**config.mk**
```make
export PLATFORM = sky130hd
export DESIGN_NAME = vga_sync_gen
export DESIGN_NICKNAME = d
export VERILOG_FILES = /design/src/rtl/vga_timing_pkg.sv /design/src/rtl/pixel_tick_gen.sv /design/src/rtl/vga_sync_gen.sv
export SDC_FILE = /design/constraint.sdc
export NUM_CORES = 1
export LEC_CHECK = 0
export ABC_AREA = 1
export ABC_CLOCK_PERIOD_IN_PS = 2200
export CAP_MARGIN = 20
export CORE_MARGIN = 10
export CORE_UTILIZATION = 52
export DETAILED_ROUTE_END_ITERATION = 7
export PLACE_DENSITY = 0.9
export SETUP_SLACK_MARGIN = 0.15
export SLEW_MARGIN = 25
export SYNTH_ARGS = -nofsm -noshare
export SYNTH_HDL_FRONTEND = slang
export SYNTH_SLANG_ARGS = --single-unit
```
**constraint.sdc**
```tcl
create_clock -name clk -period 2.2 [get_ports clk]
set_clock_uncertainty 0.05 [all_clocks]
set_input_delay 0.66 -clock clk [delete_from_list [all_inputs] [get_ports clk]]
set_output_delay 0.66 -clock clk [all_outputs]
set_load 0.1 [all_outputs]
```
**src/rtl/vga_timing_pkg.sv**
```systemverilog
// Shared 640x480@60Hz screen geometry used by the sync generator and overlay stages.
package vga_timing_pkg;

    localparam int unsigned COORD_W   = 10;

    localparam int unsigned H_DISPLAY = 640;
    localparam int unsigned H_FRONT   = 16;
    localparam int unsigned H_SYNC    = 96;
    localparam int unsigned H_BACK    = 48;
    localparam int unsigned H_TOTAL   = H_DISPLAY + H_FRONT + H_SYNC + H_BACK;

    localparam int unsigned V_DISPLAY = 480;
    localparam int unsigned V_FRONT   = 10;
    localparam int unsigned V_SYNC    = 2;
    localparam int unsigned V_BACK    = 33;
    localparam int unsigned V_TOTAL   = V_DISPLAY + V_FRONT + V_SYNC + V_BACK;

    typedef logic [COORD_W-1:0] coord_t;

    // True when coordinate c lies in [lo, lo+len-1].
    function automatic logic in_window(coord_t c, int unsigned lo, int unsigned len);
        return (32'(c) >= lo) && (32'(c) < lo + len);
    endfunction

endpackage

```
**src/rtl/pixel_tick_gen.sv**
```systemverilog
// Pixel-rate divider: div counts 0..TICK_DIV-1, p_tick marks its last count.
module pixel_tick_gen #(
    parameter int unsigned TICK_DIV = 4
) (
    input  logic clk,
    input  logic reset,
    output logic p_tick
);

    localparam int unsigned DIV_W = (TICK_DIV > 2) ? $clog2(TICK_DIV) : 1;
    localparam logic [DIV_W-1:0] DIV_LAST = DIV_W'(TICK_DIV - 1);

    logic [DIV_W-1:0] div_q;
    logic [DIV_W-1:0] div_d;

    // Next divider count, wrapping after TICK_DIV-1.
    always_comb begin
        div_d = (div_q == DIV_LAST) ? '0 : div_q + 1'b1;
    end

    // Divider register, cleared by the asynchronous active-low reset.
    always_ff @(posedge clk or negedge reset) begin
        if (!reset) begin
            div_q <= '0;
        end else begin
            div_q <= div_d;
        end
    end

    assign p_tick = (div_q == DIV_LAST);

endmodule

```
**src/rtl/vga_sync_gen.sv**
```systemverilog
// VGA raster timing: pixel/line counters with registered sync, video and frame decode.
module vga_sync_gen #(
    parameter int unsigned TICK_DIV  = 4,
    parameter int unsigned H_DISPLAY = vga_timing_pkg::H_DISPLAY,
    parameter int unsigned H_FRONT   = vga_timing_pkg::H_FRONT,
    parameter int unsigned H_SYNC    = vga_timing_pkg::H_SYNC,
    parameter int unsigned H_BACK    = vga_timing_pkg::H_BACK,
    parameter int unsigned V_DISPLAY = vga_timing_pkg::V_DISPLAY,
    parameter int unsigned V_FRONT   = vga_timing_pkg::V_FRONT,
    parameter int unsigned V_SYNC    = vga_timing_pkg::V_SYNC,
    parameter int unsigned V_BACK    = vga_timing_pkg::V_BACK,
    parameter logic        SYNC_ACT  = 1'b0
) (
    input  logic       clk,
    input  logic       reset,
    output logic       p_tick,
    output logic [9:0] pix_x,
    output logic [9:0] pix_y,
    output logic       video_on,
    output logic       hsync,
    output logic       vsync,
    output logic       frame_tick
);

    import vga_timing_pkg::*;

    localparam int unsigned H_PERIOD = H_DISPLAY + H_FRONT + H_SYNC + H_BACK;
    localparam int unsigned V_PERIOD = V_DISPLAY + V_FRONT + V_SYNC + V_BACK;
    localparam coord_t      H_LAST   = coord_t'(H_PERIOD - 1);
    localparam coord_t      V_LAST   = coord_t'(V_PERIOD - 1);

    coord_t h_q, h_d;
    coord_t v_q, v_d;
    logic   video_on_q, video_on_d;
    logic   hsync_q, hsync_d;
    logic   vsync_q, vsync_d;
    logic   frame_tick_q, frame_tick_d;

    pixel_tick_gen #(
        .TICK_DIV (TICK_DIV)
    ) u_pixel_tick_gen (
        .clk    (clk),
        .reset  (reset),
        .p_tick (p_tick)
    );

    // Next raster position: step h on each pixel tick, step v when h wraps.
    always_comb begin
        h_d = h_q;
        v_d = v_q;
        if (p_tick) begin
            if (h_q == H_LAST) begin
                h_d = '0;
                v_d = (v_q == V_LAST) ? '0 : v_q + 1'b1;
            end else begin
                h_d = h_q + 1'b1;
            end
        end
    end

    // Decode from the next position so registered outputs line up with pix_x/pix_y.
    always_comb begin
        video_on_d   = video_on_q;
        hsync_d      = hsync_q;
        vsync_d      = vsync_q;
        frame_tick_d = p_tick && (h_q == H_LAST) && (v_q == V_LAST);
        if (p_tick) begin
            video_on_d = (32'(h_d) < H_DISPLAY) && (32'(v_d) < V_DISPLAY);
            hsync_d    = in_window(h_d, H_DISPLAY + H_FRONT, H_SYNC) ? SYNC_ACT : ~SYNC_ACT;
            vsync_d    = in_window(v_d, V_DISPLAY + V_FRONT, V_SYNC) ? SYNC_ACT : ~SYNC_ACT;
        end
    end

    // Counter and output registers, all returned to idle by the asynchronous reset.
    always_ff @(posedge clk or negedge reset) begin
        if (!reset) begin
            h_q          <= '0;
            v_q          <= '0;
            video_on_q   <= 1'b0;
            hsync_q      <= ~SYNC_ACT;
            vsync_q      <= ~SYNC_ACT;
            frame_tick_q <= 1'b0;
        end else begin
            h_q          <= h_d;
            v_q          <= v_d;
            video_on_q   <= video_on_d;
            hsync_q      <= hsync_d;
            vsync_q      <= vsync_d;
            frame_tick_q <= frame_tick_d;
        end
    end

    assign pix_x      = h_q;
    assign pix_y      = v_q;
    assign video_on   = video_on_q;
    assign hsync      = hsync_q;
    assign vsync      = vsync_q;
    assign frame_tick = frame_tick_q;

endmodule

```
Yosys cells after proc, flatten, opt, wreduce, memory -nomap -nowiden --
Index checks and enable logic that the tools add are counted.
Storage, ports and cells: input bits 2, output and inout bits 25, register bits 26, word-level logic and storage cells 32
Cells by class: order comparisons 6, reductions and logical operators 5, equal/unequal tests 3, multiplexer cells 8, add/sub/neg operators 3
Operators with widths (number):
- two-way mux 10 bit | 5
- adder 10 x 1 -> 10 bit (second input constant) | 2
- == test 10 bit (second input constant) | 2
- less-than comparator 10 bit (second input constant) | 2
- less-than comparator 10 x 9 -> 1 bit (second input constant) | 2
- >= comparator 10 bit (second input constant) | 1
- >= comparator 10 x 9 -> 1 bit (second input constant) | 1
- logical AND 1 bit | 5
- adder 2 x 1 -> 2 bit (second input constant) | 1
- == test 2 bit (second input constant) | 1
- two-way mux 1 bit | 2
- two-way mux 2 bit | 1

Logic depth before layout (Yosys ltp) --
Gate-level depths: netlist (run 1).
depth in word-level cells 7, mapped depth 12, gate-level depth less buffers 12

Cells and area by module --
A second synthesis (run 1) with hierarchy kept.
Second synthesis, totals: cell total of the unflattened synthesis 212, area total of the unflattened synthesis 1631.6 um^2
By module, submodules not included:
- vga_sync_gen | instances 1, cells an instance 208, area an instance 1565.3 um^2
- pixel_tick_gen | instances 1, cells an instance 4, area an instance 66.3 um^2

Worst setup path before layout (run 1) --
OpenSTA, ideal clock, no wires.
path kind register to register, start register u_pixel_tick_gen.div_q[0], end register video_on_q, in the netlist video_on, path buffers 1, arrival 2365 ps, cell stages (with the launch flop) 13, slack -292 ps, setup time 76 ps, cell sequence dfrtp_1 ha_1 buf_4 nand2_1 nor3_2 nand4_1 inv_1 nand2_1 nand2_1 nand2_1 nand2_1 nand2_1 o21ai_1
Between the ends: word-level cells in the longest chain between the ends 4
Ends and longest elaborated chain:
- start: declaration | line pixel_tick_gen.sv:13 | logic [DIV_W-1:0] div_q;
- start signal: assignment | line pixel_tick_gen.sv:26 | div_q <= div_d;
- == test 2 bit (*) | line pixel_tick_gen.sv:30 | assign p_tick = (div_q == DIV_LAST);
- via p_tick | line vga_sync_gen.sv:16 | output logic p_tick,
- two-way mux 10 bit | line vga_sync_gen.sv:51 | if (p_tick) begin
- less-than comparator 10 bit / less-than comparator 10 x 9 -> 1 bit (equally long branches) | line vga_sync_gen.sv:68 | video_on_d = (32'(h_d) < H_DISPLAY) && (32'(v_d) < V_DISPLAY);
- logical AND 1 bit | line vga_sync_gen.sv:68
- end signal: assignment | line vga_sync_gen.sv:86 | video_on_q <= video_on_d;
- end: declaration | line vga_sync_gen.sv:34 | logic video_on_q, video_on_d;
The timed path passes the listed nets; every way through them passes the cells marked *. A chain may end at the register's enable or synchronous reset.

Final worst setup path (run 1) --
start register h_q[0], in the netlist pix_x[0], end register vsync_q, in the netlist vsync
Between the ends: word-level cells in the longest chain between the ends 6
Ends and longest elaborated chain:
- start: declaration | line vga_sync_gen.sv:32 | coord_t h_q, h_d;
- start signal: assignment | line vga_sync_gen.sv:77 | h_q <= '0;
- start signal: assignment | line vga_sync_gen.sv:84 | h_q <= h_d;
- == test 10 bit (*) | line vga_sync_gen.sv:52 | if (h_q == H_LAST) begin
- two-way mux 10 bit (*) | line vga_sync_gen.sv:52
- two-way mux 10 bit (*) | line vga_sync_gen.sv:51
- via v_d[3] | line vga_sync_gen.sv:33 | coord_t v_q, v_d;
- >= comparator 10 x 9 -> 1 bit / less-than comparator 10 x 9 -> 1 bit (equally long branches) | line vga_timing_pkg.sv:22 | return (32'(c) >= lo) && (32'(c) < lo + len);
- logical AND 1 bit (*) | line vga_timing_pkg.sv:22
- two-way mux 1 bit (*) | line vga_sync_gen.sv:70 | vsync_d = in_window(v_d, V_DISPLAY + V_FRONT, V_SYNC) ? SYNC_ACT : ~SYNC_ACT;
- end signal: assignment | line vga_sync_gen.sv:81 | vsync_q <= ~SYNC_ACT;
- end signal: assignment | line vga_sync_gen.sv:88 | vsync_q <= vsync_d;
- end: declaration | line vga_sync_gen.sv:36 | logic vsync_q, vsync_d;
Marks and branches as above.

==> results of run 1 <==
## worst reg2reg max path, stage by stage (launching register included)
cell and delay, ns:
sky130_fd_sc_hd__dfrtp_4 0.50, sky130_fd_sc_hd__ha_4 0.17, sky130_fd_sc_hd__nand2_2 0.07, sky130_fd_sc_hd__nor2_4 0.17, sky130_fd_sc_hd__inv_2 0.08, sky130_fd_sc_hd__nor2_8 0.16, sky130_fd_sc_hd__buf_4 0.15, sky130_fd_sc_hd__nand3_2 0.05
sky130_fd_sc_hd__nand2_1 0.07, sky130_fd_sc_hd__inv_1 0.05, sky130_fd_sc_hd__nor2_2 0.12, sky130_fd_sc_hd__nand3_1 0.09, sky130_fd_sc_hd__nor2_1 0.10, sky130_fd_sc_hd__a21oi_1 0.07
## per-layer routing
| metal | GRT usage (%) | share of wire, % | vias up | wire length (um) |
|---|---|---|---|---|
| li1 | - | - | 742 | - |
| met1 | 19.2 | 39 | 736 | 1800 |
| met2 | 25.0 | 46 | 98 | 2160 |
| met3 | 4.99 | 9.7 | 27 | 452 |
| met4 | 7.35 | 5.0 | 0 | 234 |
| met5 | 0 | 0 | - | 0 |
## logic make-up after synthesis
logic type | share of synthesized area, %
adder cells (fa/ha/maj) | 3.18
AND/OR/NAND/NOR | 38.6
flip-flops | 41.5
AO/OA/AOI/OAI | 5.97
buffers and inverters | 9.63
XOR/XNOR | 1.11
## stage by stage
stage	std cells	hold slack, ns	instance area (um^2)	util, %
after global routing	277	0.465	2230	78.8
after global placement	269	0.421	2150	75.9
final	277	0.447	2230	78.8
after detailed placement	269	0.430	2150	75.9
after floorplan	214	0.314	1610	-
after CTS	273	0.437	2170	76.8
## repair_timing
action / CTS / global route
hold endpoints to repair: 0 / 0
gates resized for setup: 0 / 4
setup buffers: 0 / 4
pin swaps: 1 / 4
endpoints found under the setup margin: 1 / 4
## placed cells by master, fill, tap and decap left out, types with 3 or more instances in the layout
cell and instances:
sky130_fd_sc_hd__a21oi_1 7, sky130_fd_sc_hd__buf_12 25, sky130_fd_sc_hd__buf_4 4, sky130_fd_sc_hd__clkbuf_4 3, sky130_fd_sc_hd__dfrtp_1 12, sky130_fd_sc_hd__dfrtp_2 10, sky130_fd_sc_hd__inv_1 32, sky130_fd_sc_hd__inv_2 3
sky130_fd_sc_hd__nand2_1 52, sky130_fd_sc_hd__nand2_2 6, sky130_fd_sc_hd__nand3_1 19, sky130_fd_sc_hd__nand4_1 13, sky130_fd_sc_hd__nor2_1 26, sky130_fd_sc_hd__o21ai_0 6
## registers in the layout (all words and copies together), names as in the netlist
signal                  count
u_pixel_tick_gen.div_q      2
vsync                       1
video_on                    1
hsync                       1
pix_x                      10
pix_y                      10
frame_tick                  1
## power by group through the flow
stage	Combinational, mW	Sequential, mW	Clock [mW]
6_report	0.0118	0.478	0.228
5_1_grt	0.0136	0.478	0.243
4_1_cts	0.0127	0.478	0.222
3_5_place_dp	0.0126	0.487	0
3_3_place_gp	0.0125	0.487	0
2_1_floorplan	0.000000502	0.487	0
## final cells by class
class	instances	area, um^2	area share (%)
clock buffers	4	26.3	1.18
multi-input cells	149	802	36.0
inverters	36	135	6.06
well taps	31	38.8	1.74
repair buffers	31	554	24.9
flip-flops and latches	26	673	30.2
## worst min-delay path by stage
stage	start	endpoint	slack [ns]	cells past startpoint
after detailed placement	u_pixel_tick_gen.div_q[0]	u_pixel_tick_gen.div_q[0]	0.43	1
after global routing	u_pixel_tick_gen.div_q[0]	u_pixel_tick_gen.div_q[0]	0.47	1
after CTS	u_pixel_tick_gen.div_q[0]	u_pixel_tick_gen.div_q[0]	0.44	1
after global placement	u_pixel_tick_gen.div_q[0]	u_pixel_tick_gen.div_q[0]	0.42	1
after floorplan	reset	frame_tick	0.31	0
final	u_pixel_tick_gen.div_q[0]	u_pixel_tick_gen.div_q[0]	0.45	1
==> summary.txt, run 1 <==
Outcome
  • Status: complete, no violations

Placed design
  • Final GP Congestion: 0.939
  • HPWL reported at the end of detailed placement: 3140 um
  • Number of port buffers: 26
  • Pre-CTS setup slack: 0.240 ns

Floorplanning
  • Die height: 75.0 um
  • Effective utilization at floorplan: 55.6%
  • Die outline area: 5620 um^2
  • Cell Rows: 19
  • Number of placed I/O pins: 27
  • Core region area: 2830 um^2
  • X dimension of the die: 75.0 um

Final layout
  • Filler instances: around 150
  • Number of antenna cells inserted: 0
  • Ratio of cells with drive above 1 in the final layout: 27.2%
  • Final #Nets: 253
  • Synthesis-to-layout area growth: 41.8%

GRT
  • Number of global-route vias before repair: between 1,500 and 2,000
  • Total GRT Usage: about 16%
  • Pin count of the biggest net entering global routing: 30
  • Number of antenna violations at the first check in global routing: 0
  • Leftover overflow at the end of global routing: 0
  • Wire length of the first global-routing pass: 6980 um

Route
  • Initial DRC Count: 250
  • First-pass detailed-route iteration total: 5
  • Routed wire length: 4640 um
  • Remaining routing DRC violations: 0
  • Residual antenna-violating net count after detailed routing: 0
  • Vias: between 1,500 and 2,000
  • Routed via count divided by cell count: 5.79
  • Average wire per cell in the routed design: 16.8 um

Setup path
  • Count of buffering cells on the critical path with inverters included: 3
  • Endpoint arrival time on the critical path: roughly 2.2 ns
  • Last element of the critical path: vsync
  • Ordered cell list for the critical path: ha_4, nand2_2, nor2_4, inv_2, nor2_8, buf_4, nand3_2, nand2_1, inv_1, nor2_2, nand3_1, nor2_1, a21oi_1
  • Endpoint of the lowest-slack register-to-register path: vsync
  • Required time at the worst-slack endpoint: 2.44 ns
  • CP max FO: 9
  • Worst setup path category: reg2reg
  • Delay of the slowest cell on the worst path: 0.50 ns
  • Worst setup path start: pix_x[0]
  • Critical Path Start Type: flop
  • Number of stages on the worst setup path: 13
  • Cell at the slowest stage of the critical path: sky130_fd_sc_hd__dfrtp_4
  • Depth of the worst register-to-register path: 13
  • Reg2Reg Launch Point: pix_x[0]
  • Largest delay contributor family on the critical path: simple AND/OR/NAND/NOR gates
  • Capturing element type of the critical path: flop
  • Worst reg2reg setup slack: around 0.25 ns

Pwr
  • Share of total power consumed by net switching: 23.1%
  • Power per cell area: 322 nW/um^2
  • Total power of the final layout: 0.718 mW
  • Clock network fraction of total power: 31.8%
  • Peak ir drop on the vdd network: 0.308 mV
  • Sequential group share of total power: 66.5%
  • Psw: 0.166 mW
  • Cell leakage power: 1.08 nW
  • Internal cell power: 0.552 mW
  • Logic gate share of total power: 1.6%

Clock network
  • CTS max path bufs: 2
  • CTS H-tree lvls: 1
  • TritonCTS clock tree: done
  • Number of buffers inserted for hold repair after clock tree synthesis: 0
  • Number of sinks driven by the clock tree: 26
  • Root cell of the clock tree: sky130_fd_sc_hd__clkbuf_4
  • Clock-pin slew of the registers on the worst-case setup and hold paths: 0.15 ns
  • Number of buffers added by the clock tree synthesis step: 3
  • Clock network latency to the later pin of the worst-skew pair: 0.34 ns

STA
  • Maximum clock frequency: roughly 500 MHz
  • Final Slew Violations: 0
  • Setup violation total in the final timing report: 0
  • Setup TNS Final: 0 ns
  • Fraction of the cycle the final worst path needs: 88.8%
  • Headroom to the max-slew limit: 73.9%
  • RSZ-0062 raised after global routing: false
  • Final hold vios: 0
  • Period minus WS final: 1.95 ns
  • Worst Setup Slack, final: 0.247 ns
  • Worst Max-Slew Pin Slew: 0.387 ns

Yosys
  • Synthesized net count: 220
  • Library cell with the largest summed area after synthesis: sky130_fd_sc_hd__dfrtp_1
  • Leading cell type by number of instances after synthesis: sky130_fd_sc_hd__nand2_1
  • Instance count of the mapped netlist: 214
  • Number of enable-type register cells in the synthesized netlist: 0
  • Post-synthesis average cell area: around 7.3 um^2
  • Share of the synthesized area in the top cell type: 38.2%
  • Share of flip-flops with an asynchronous set or reset: 100%
  • Flops & latches, synth: 26
  • Warnings, synthesis: 0
  • Ranking of synthesized cells by instance count: sky130_fd_sc_hd__nand2_1 (52), sky130_fd_sc_hd__inv_1 (32), sky130_fd_sc_hd__nor2_1 (27), sky130_fd_sc_hd__dfrtp_1 (24), sky130_fd_sc_hd__nand3_1 (19)
  • Top cells by area, synth: sky130_fd_sc_hd__dfrtp_1 (38%), sky130_fd_sc_hd__nand2_1 (12%), sky130_fd_sc_hd__inv_1 (7.6%), sky130_fd_sc_hd__nor2_1 (6.4%), sky130_fd_sc_hd__nand3_1 (6.0%)
  • Number of distinct library cell variants in the gate-level netlist after synthesis: 29
  • Most used flip-flop cell after synthesis: sky130_fd_sc_hd__dfrtp_1
  • Sequential cell area fraction in the yosys report: 41.5%
  • Post-synthesis instance area: 1570 um^2

Min path
  • Class of the tightest hold or removal check: reg2reg

Run
  • # Max-Cap Violations: 0
No activity file was read; power rests on OpenSTA's default activity.
==> inputs of run 2 (changes only) <==
Settings changed: ABC_AREA 1 to 0, CORE_UTILIZATION 52 to 51, PLACE_DENSITY 0.9 to not set, PLACE_DENSITY_LB_ADDON set to 0.15.
==> run 2 against run 1 <==
Net effect: clock power increased by 11%; worst hold slack improved by 0.036 ns; die area decreased by 7.1%; count of clock-buffer cells in the layout unchanged; global-route usage about the same; register-to-register slack got worse by 0.22 ns; synthesized cell count decreased by 34%; non-clock buffer count increased by 17; maximum frequency decreased by 10%; critical path type unchanged; largest cell class unchanged; largest power group unchanged.
==> summary.txt, run 2 <==
Outcome
  • Status: complete, no violations

Route
  • Initial DRC Count: 190
  • First-pass detailed-route iteration total: 5
  • Remaining routing DRC violations: 0
  • Average wire per cell in the routed design: roughly 20 um
  • Routed via count divided by cell count: 6.14
  • Residual antenna-violating net count after detailed routing: 0
  • Routed wire length: 4320 um
  • Vias: 1,345

Yosys
  • Post-synthesis instance area: approximately 1400 um^2
  • Flops & latches, synth: 26
  • Synthesized net count: 148
  • Most used flip-flop cell after synthesis: sky130_fd_sc_hd__dfrtp_1
  • Ranking of synthesized cells by instance count: sky130_fd_sc_hd__dfrtp_1 (24), sky130_fd_sc_hd__nand2_1 (13), sky130_fd_sc_hd__xnor2_1 (11), sky130_fd_sc_hd__nor2_1 (10)
  • Leading cell type by number of instances after synthesis: sky130_fd_sc_hd__dfrtp_1
  • Warnings, synthesis: 0
  • Share of the synthesized area in the top cell type: 43.0%
  • Sequential cell area fraction in the yosys report: 46.8%
  • Top cells by area, synth: sky130_fd_sc_hd__dfrtp_1 (43%), sky130_fd_sc_hd__xnor2_1 (6.9%), sky130_fd_sc_hd__dfstp_2 (3.8%), sky130_fd_sc_hd__ha_1 (3.6%), sky130_fd_sc_hd__nand2_1 (3.5%)
  • Instance count of the mapped netlist: between 100 and 150
  • Number of enable-type register cells in the synthesized netlist: 0
  • Share of flip-flops with an asynchronous set or reset: 100%
  • Library cell with the largest summed area after synthesis: sky130_fd_sc_hd__dfrtp_1
  • Post-synthesis average cell area: between 9 and 10 um^2
  • Number of distinct library cell variants in the gate-level netlist after synthesis: 39

Final layout
  • Synthesis-to-layout area growth: 60.5%
  • Final #Nets: 196
  • Filler instances: 129
  • Post-Route Utilization: about nine tenths
  • Sequential cell area: 698 um^2
  • Number of antenna cells inserted: 0
  • Final instance area: 2240 um^2
  • Combined area of the multi-input logic cells: 758 um^2
  • Most common cell after layout, fill and taps aside: sky130_fd_sc_hd__buf_12
  • Commonest cells after routing, fill and taps aside: sky130_fd_sc_hd__buf_12 (25), sky130_fd_sc_hd__buf_4 (22), sky130_fd_sc_hd__nand2_1 (13), sky130_fd_sc_hd__nor2_1 (10), sky130_fd_sc_hd__xnor2_1 (10)
  • Ratio of cells with drive above 1 in the final layout: 45.0%

Floorplanning
  • Number of placed I/O pins: 27
  • Die outline area: approximately 5200 um^2
  • Cell Rows: 18
  • Die height: ~72 um
  • X dimension of the die: 72.3 um
  • Core region area: 2540 um^2
  • Effective utilization at floorplan: 54.8%

GRT
  • Leftover overflow at the end of global routing: 0
  • Number of antenna violations at the first check in global routing: 0
  • Number of global-route vias before repair: 1,342
  • Pin count of the biggest net entering global routing: 27
  • Wire length of the first global-routing pass: 6710 um
  • Total GRT Usage: 15.9%

Clock network
  • Number of buffers added by the clock tree synthesis step: 3
  • TritonCTS clock tree: done
  • CTS max path bufs: 2
  • Root cell of the clock tree: sky130_fd_sc_hd__clkbuf_4
  • Clock-pin slew of the registers on the worst-case setup and hold paths: approximately 0.15 ns
  • Number of sinks driven by the clock tree: 26
  • Number of buffers inserted for hold repair after clock tree synthesis: 0
  • Clock network latency to the later pin of the worst-skew pair: 0.34 ns
  • CTS H-tree lvls: 1

Pwr
  • Cell leakage power: 0.911 nW
  • Peak ir drop on the vdd network: ~0.44 mV
  • Power per cell area: 331 nW/um^2

Placed design
  • HPWL reported at the end of detailed placement: 2890 um
  • DP Area: 2090 um^2
  • Number of port buffers: 26
  • Final GP Congestion: 0.920

STA
  • Maximum clock frequency: around 460 MHz
  • RSZ-0062 raised after global routing: true
  • Final Slew Violations: 0
  • Fraction of the cycle the final worst path needs: 98.9%
  • Final hold vios: 0
  • Period minus WS final: 2.18 ns
  • Setup violation total in the final timing report: 0
  • Headroom to the max-slew limit: between 50 and 60%
  • Worst Max-Slew Pin Slew: roughly 0.68 ns

Setup path
  • Largest delay contributor family on the critical path: simple AND/OR/NAND/NOR gates
  • Delay of the slowest cell on the worst path: 0.47 ns
  • Critical Path Start Type: flop
  • Required time at the worst-slack endpoint: 2.39 ns
  • CP max FO: 8
  • Count of buffering cells on the critical path with inverters included: 1
  • Capturing element type of the critical path: flop
  • Ordered cell list for the critical path: ha_2, nand2_1, nor4_4, buf_4, nand2b_1, o31ai_1, a41oi_1
  • Worst setup path category: reg2reg
  • Cell at the slowest stage of the critical path: sky130_fd_sc_hd__dfrtp_4
  • Endpoint arrival time on the critical path: 2.36 ns

Min path
  • Class of the tightest hold or removal check: reg2reg

Run
  • # Max-Cap Violations: 0
==> run 2: cells by family (layout without fill, tap and decap cells) <==
logic type      Yosys count  in the layout  share of synthesized area [%]
compound gates           17             17                           8.79
fa+ha+maj                 4              4                           3.59
simple gates             65             65                           26.5
flops                    26             26                           46.8
buf+inv                  14             61                           3.95
mux                       2              2                           1.52
xor+xnor                 14             14                           8.79
==> run 2: area by class of cell <==
class,count,area share [%]
flip-flops and latches,26,31.2
well taps,30,1.68
multi-input cells,102,33.9
repair buffers,48,30.2
clock buffers,4,1.62
inverters,9,1.51
==> run 2: worst paths after layout <==
check | start | to | slack [ns] | depth (start not counted)
setup / recovery | pix_x[1] | vsync | 0.02 | 7
hold reg to reg | hsync | hsync | 0.48 | 2
hold / removal | hsync | hsync | 0.48 | 2
setup reg to reg | pix_x[1] | vsync | 0.02 | 7
max in group asynchronous | reset | vsync | 1.19 | 2
min in group asynchronous | reset | pix_x[5] | 0.61 | 2
==> run 2: power by group <==
| part | switching, mW | internal (mW) | total, mW |
|---|---|---|---|
| Clock | 0.151 | 0.102 | 0.253 |
| Sequential | 0 | 0.478 | 0.478 |
| Combinational | 0.00883 | 0.00272 | 0.0115 |
| Total | 0.160 | 0.582 | 0.742 |
==> run 2: tightest hold or removal path, stage by stage, from the launching register on <==
cell                      delay [ns]
sky130_fd_sc_hd__dfstp_2        0.42
sky130_fd_sc_hd__nor2_1         0.09
sky130_fd_sc_hd__a31oi_1        0.05
==> run 2: what timing repair did <==
action	CTS	global route
pin swaps	0	1
resized for setup	2	6
endpoints found under the setup margin	5	7
cloned	0	0
buffers inserted	4	4
==> run 2: per-layer routing <==
layer | vias up | track usage (%) | part of all wire [%]
li1 | 604 | - | -
met1 | 659 | 19.5 | 41
met2 | 67 | 25.6 | 47
met3 | 15 | 3.95 | 8.6
met4 | 0 | 6.88 | 2.8
met5 | - | 0 | 0
==> run 2: stage by stage <==
stage / setup TNS, ns / worst slack (ns) / instances / power, mW / hold WS (ns)
final: 0 / 0.0242 / 219 / 0.742 / 0.483
after global routing: -0.0975 / -0.0470 / 219 / 0.757 / 0.488
after CTS: 0 / 0.0783 / 215 / 0.744 / 0.454
after detailed placement: 0 / 0.0337 / 207 / 0.500 / 0.434
after global placement: 0 / 0.0623 / 207 / 0.499 / 0.420
after floorplan: -0.122 / -0.0609 / 142 / 0.487 / 0.314
==> inputs of run 3 (changes only) <==
Settings changed: CORE_MARGIN 10 to 5.
==> run 3 against run 2 <==
Net effect: non-clock buffer count fell by 1; global-route usage is 2.5 points higher; count of clock-buffer cells in the layout unchanged; first-iteration DRC count down 64%; worst setup slack gained 0.056 ns; sequential cell count unchanged; clock power is essentially flat; routed wire length down 15%; core utilization fell by 4.4 points; die area decreased by 26%.
==> summary.txt, run 3 (synthesis gave the netlist of run 2 again) <==
Outcome
  • Status: complete, no violations

Floorplanning
  • Number of placed I/O pins: 27
  • Die height: about 62 um
  • X dimension of the die: a little over 60 um
  • Core region area: 2690 um^2
  • Die outline area: 3880 um^2
  • Cell Rows: 19
  • Effective utilization at floorplan: 51.9%

Setup path
  • Endpoint arrival time on the critical path: 2.32 ns
  • Critical Path Start Type: flop
  • Reg2Reg Launch Point: pix_x[7]
  • Capturing element type of the critical path: flop
  • Required time at the worst-slack endpoint: 2.40 ns
  • Worst setup path category: reg2reg
  • CP max FO: 6
  • Worst setup path start: pix_x[7]

Final layout
  • Ratio of cells with drive above 1 in the final layout: 45.7%
  • Filler instances: 140
  • Most common cell after layout, fill and taps aside: sky130_fd_sc_hd__buf_12
  • Number of antenna cells inserted: 0
  • Final #Nets: 195
  • Commonest cells after routing, fill and taps aside: sky130_fd_sc_hd__buf_12 (25), sky130_fd_sc_hd__buf_4 (18), sky130_fd_sc_hd__nand2_1 (12), sky130_fd_sc_hd__xnor2_1 (11), sky130_fd_sc_hd__nor2_1 (10)
  • Post-route non-filler standard cell count: 219
  • Synthesis-to-layout area growth: 61.1%

Route
  • Average wire per cell in the routed design: 16.9 um
  • Routed wire length: 3690 um
  • Routed via count divided by cell count: between 5 and 6
  • Vias: 1,303
  • First-pass detailed-route iteration total: 4
  • Residual antenna-violating net count after detailed routing: 0
  • Remaining routing DRC violations: 0
  • Initial DRC Count: 68

STA
  • Final Slew Violations: 0
  • Maximum clock frequency: between 400 and 500 MHz
  • Hold slack final: between 0.4 and 0.5 ns
  • Fraction of the cycle the final worst path needs: between 90% and 100%
  • Worst Max-Slew Pin Slew: 0.631 ns
  • Headroom to the max-slew limit: a little under three fifths
  • Final hold vios: 0
  • Period minus WS final: 2.12 ns
  • Worst Setup Slack, final: 0.0804 ns
  • RSZ-0062 raised after global routing: true
  • Setup violation total in the final timing report: 0

Pwr
  • Total power of the final layout: ~0.74 mW
  • Cell leakage power: 0.899 nW
  • Power per cell area: 329 nW/um^2
  • Peak ir drop on the vdd network: 0.476 mV

Clock network
  • Clock-pin slew of the registers on the worst-case setup and hold paths: 0.14 ns
  • Clock network latency to the later pin of the worst-skew pair: ~0.33 ns
  • TritonCTS clock tree: done
  • CTS H-tree lvls: 1
  • Root cell of the clock tree: sky130_fd_sc_hd__clkbuf_4
  • Number of buffers inserted for hold repair after clock tree synthesis: 0
  • Number of buffers added by the clock tree synthesis step: 3
  • CTS max path bufs: 2
  • Number of sinks driven by the clock tree: 26

Placed design
  • Pre-CTS setup slack: 0.0304 ns
  • # placed instances: 208
  • Final GP Congestion: 0.856
  • Number of port buffers: 26
  • HPWL reported at the end of detailed placement: 2610 um

Run
  • # Max-Cap Violations: 0

GRT
  • Number of antenna violations at the first check in global routing: 0
  • Pin count of the biggest net entering global routing: 27
  • Number of global-route vias before repair: 1,300
  • Wire length of the first global-routing pass: between 5000 and 6000 um
  • Leftover overflow at the end of global routing: 0
  • Total GRT Usage: 18.4%

Min path
  • Class of the tightest hold or removal check: reg2reg
  • Worst hold path startpoint: u_pixel_tick_gen.div_q[0]
run 3: cell types whose count changed in the layout (fill, tap and decap cells not counted), sizes merged:
cell,change
buf,-2
clkdlybuf4s15,+1
run 3: worst paths after layout:
| path | slack (ns) | cells past startpoint | end |
|---|---|---|---|
| max in group asynchronous | 1.19 | 2 | hsync |
| hold / removal | 0.45 | 1 | u_pixel_tick_gen.div_q[0] |
| min in group asynchronous | 0.62 | 2 | pix_y[0] |
| hold reg to reg | 0.45 | 1 | u_pixel_tick_gen.div_q[0] |
| setup / recovery | 0.08 | 5 | video_on |
| setup reg to reg | 0.08 | 5 | video_on |
run 3: layout make-up:
cell class	instances	area [um^2]	share of cell area (%)
Clock buffer	4	36.3	1.61
Inverter	9	33.8	1.50
Multi-Input combinational cell	102	761	33.9
Sequential cell	26	698	31.1
Tap cell	31	38.8	1.73
Timing Repair Buffer	47	679	30.2
run 3: through the flow:
step / area, um^2 / setup TNS (ns) / utilization (%)
after floorplan: 1460 / -0.122 / -
after global placement: 2090 / 0 / 77.9
after detailed placement: 2090 / 0 / 77.9
after CTS: 2150 / 0 / 80.0
after global routing: 2250 / -0.00432 / 83.7
final: 2250 / 0 / 83.7
run 3: metal layers:
metal / up-vias / share of wire, % / track usage (%)
met5: - / 0 / 0
met4: 0 / 1.7 / 6.90
met3: 8 / 5.5 / 5.05
met2: 45 / 52 / 30.6
met1: 646 / 41 / 22.7
li1: 604 / - / -
run 3: timing repair:
item                       in CTS  in global routing
setup buffers                   2                  4
pin swaps                       0                  2
setup endpoints to repair       4                  5
gates cloned                    0                  1
gates resized for setup         1                 11
run 3: worst max-delay path: stages (launching register included):
cell and delay, ns:
sky130_fd_sc_hd__dfrtp_4 0.50, sky130_fd_sc_hd__or3_4 0.45, sky130_fd_sc_hd__or4_4 0.48, sky130_fd_sc_hd__nor3_4 0.16, sky130_fd_sc_hd__o31ai_2 0.11, sky130_fd_sc_hd__o32ai_2 0.28
run 3: report_power, final:
part | switching (mW) | internal, mW
registers | 0 | 0.478
logic | 0.00898 | 0.00271
clock network | 0.149 | 0.102
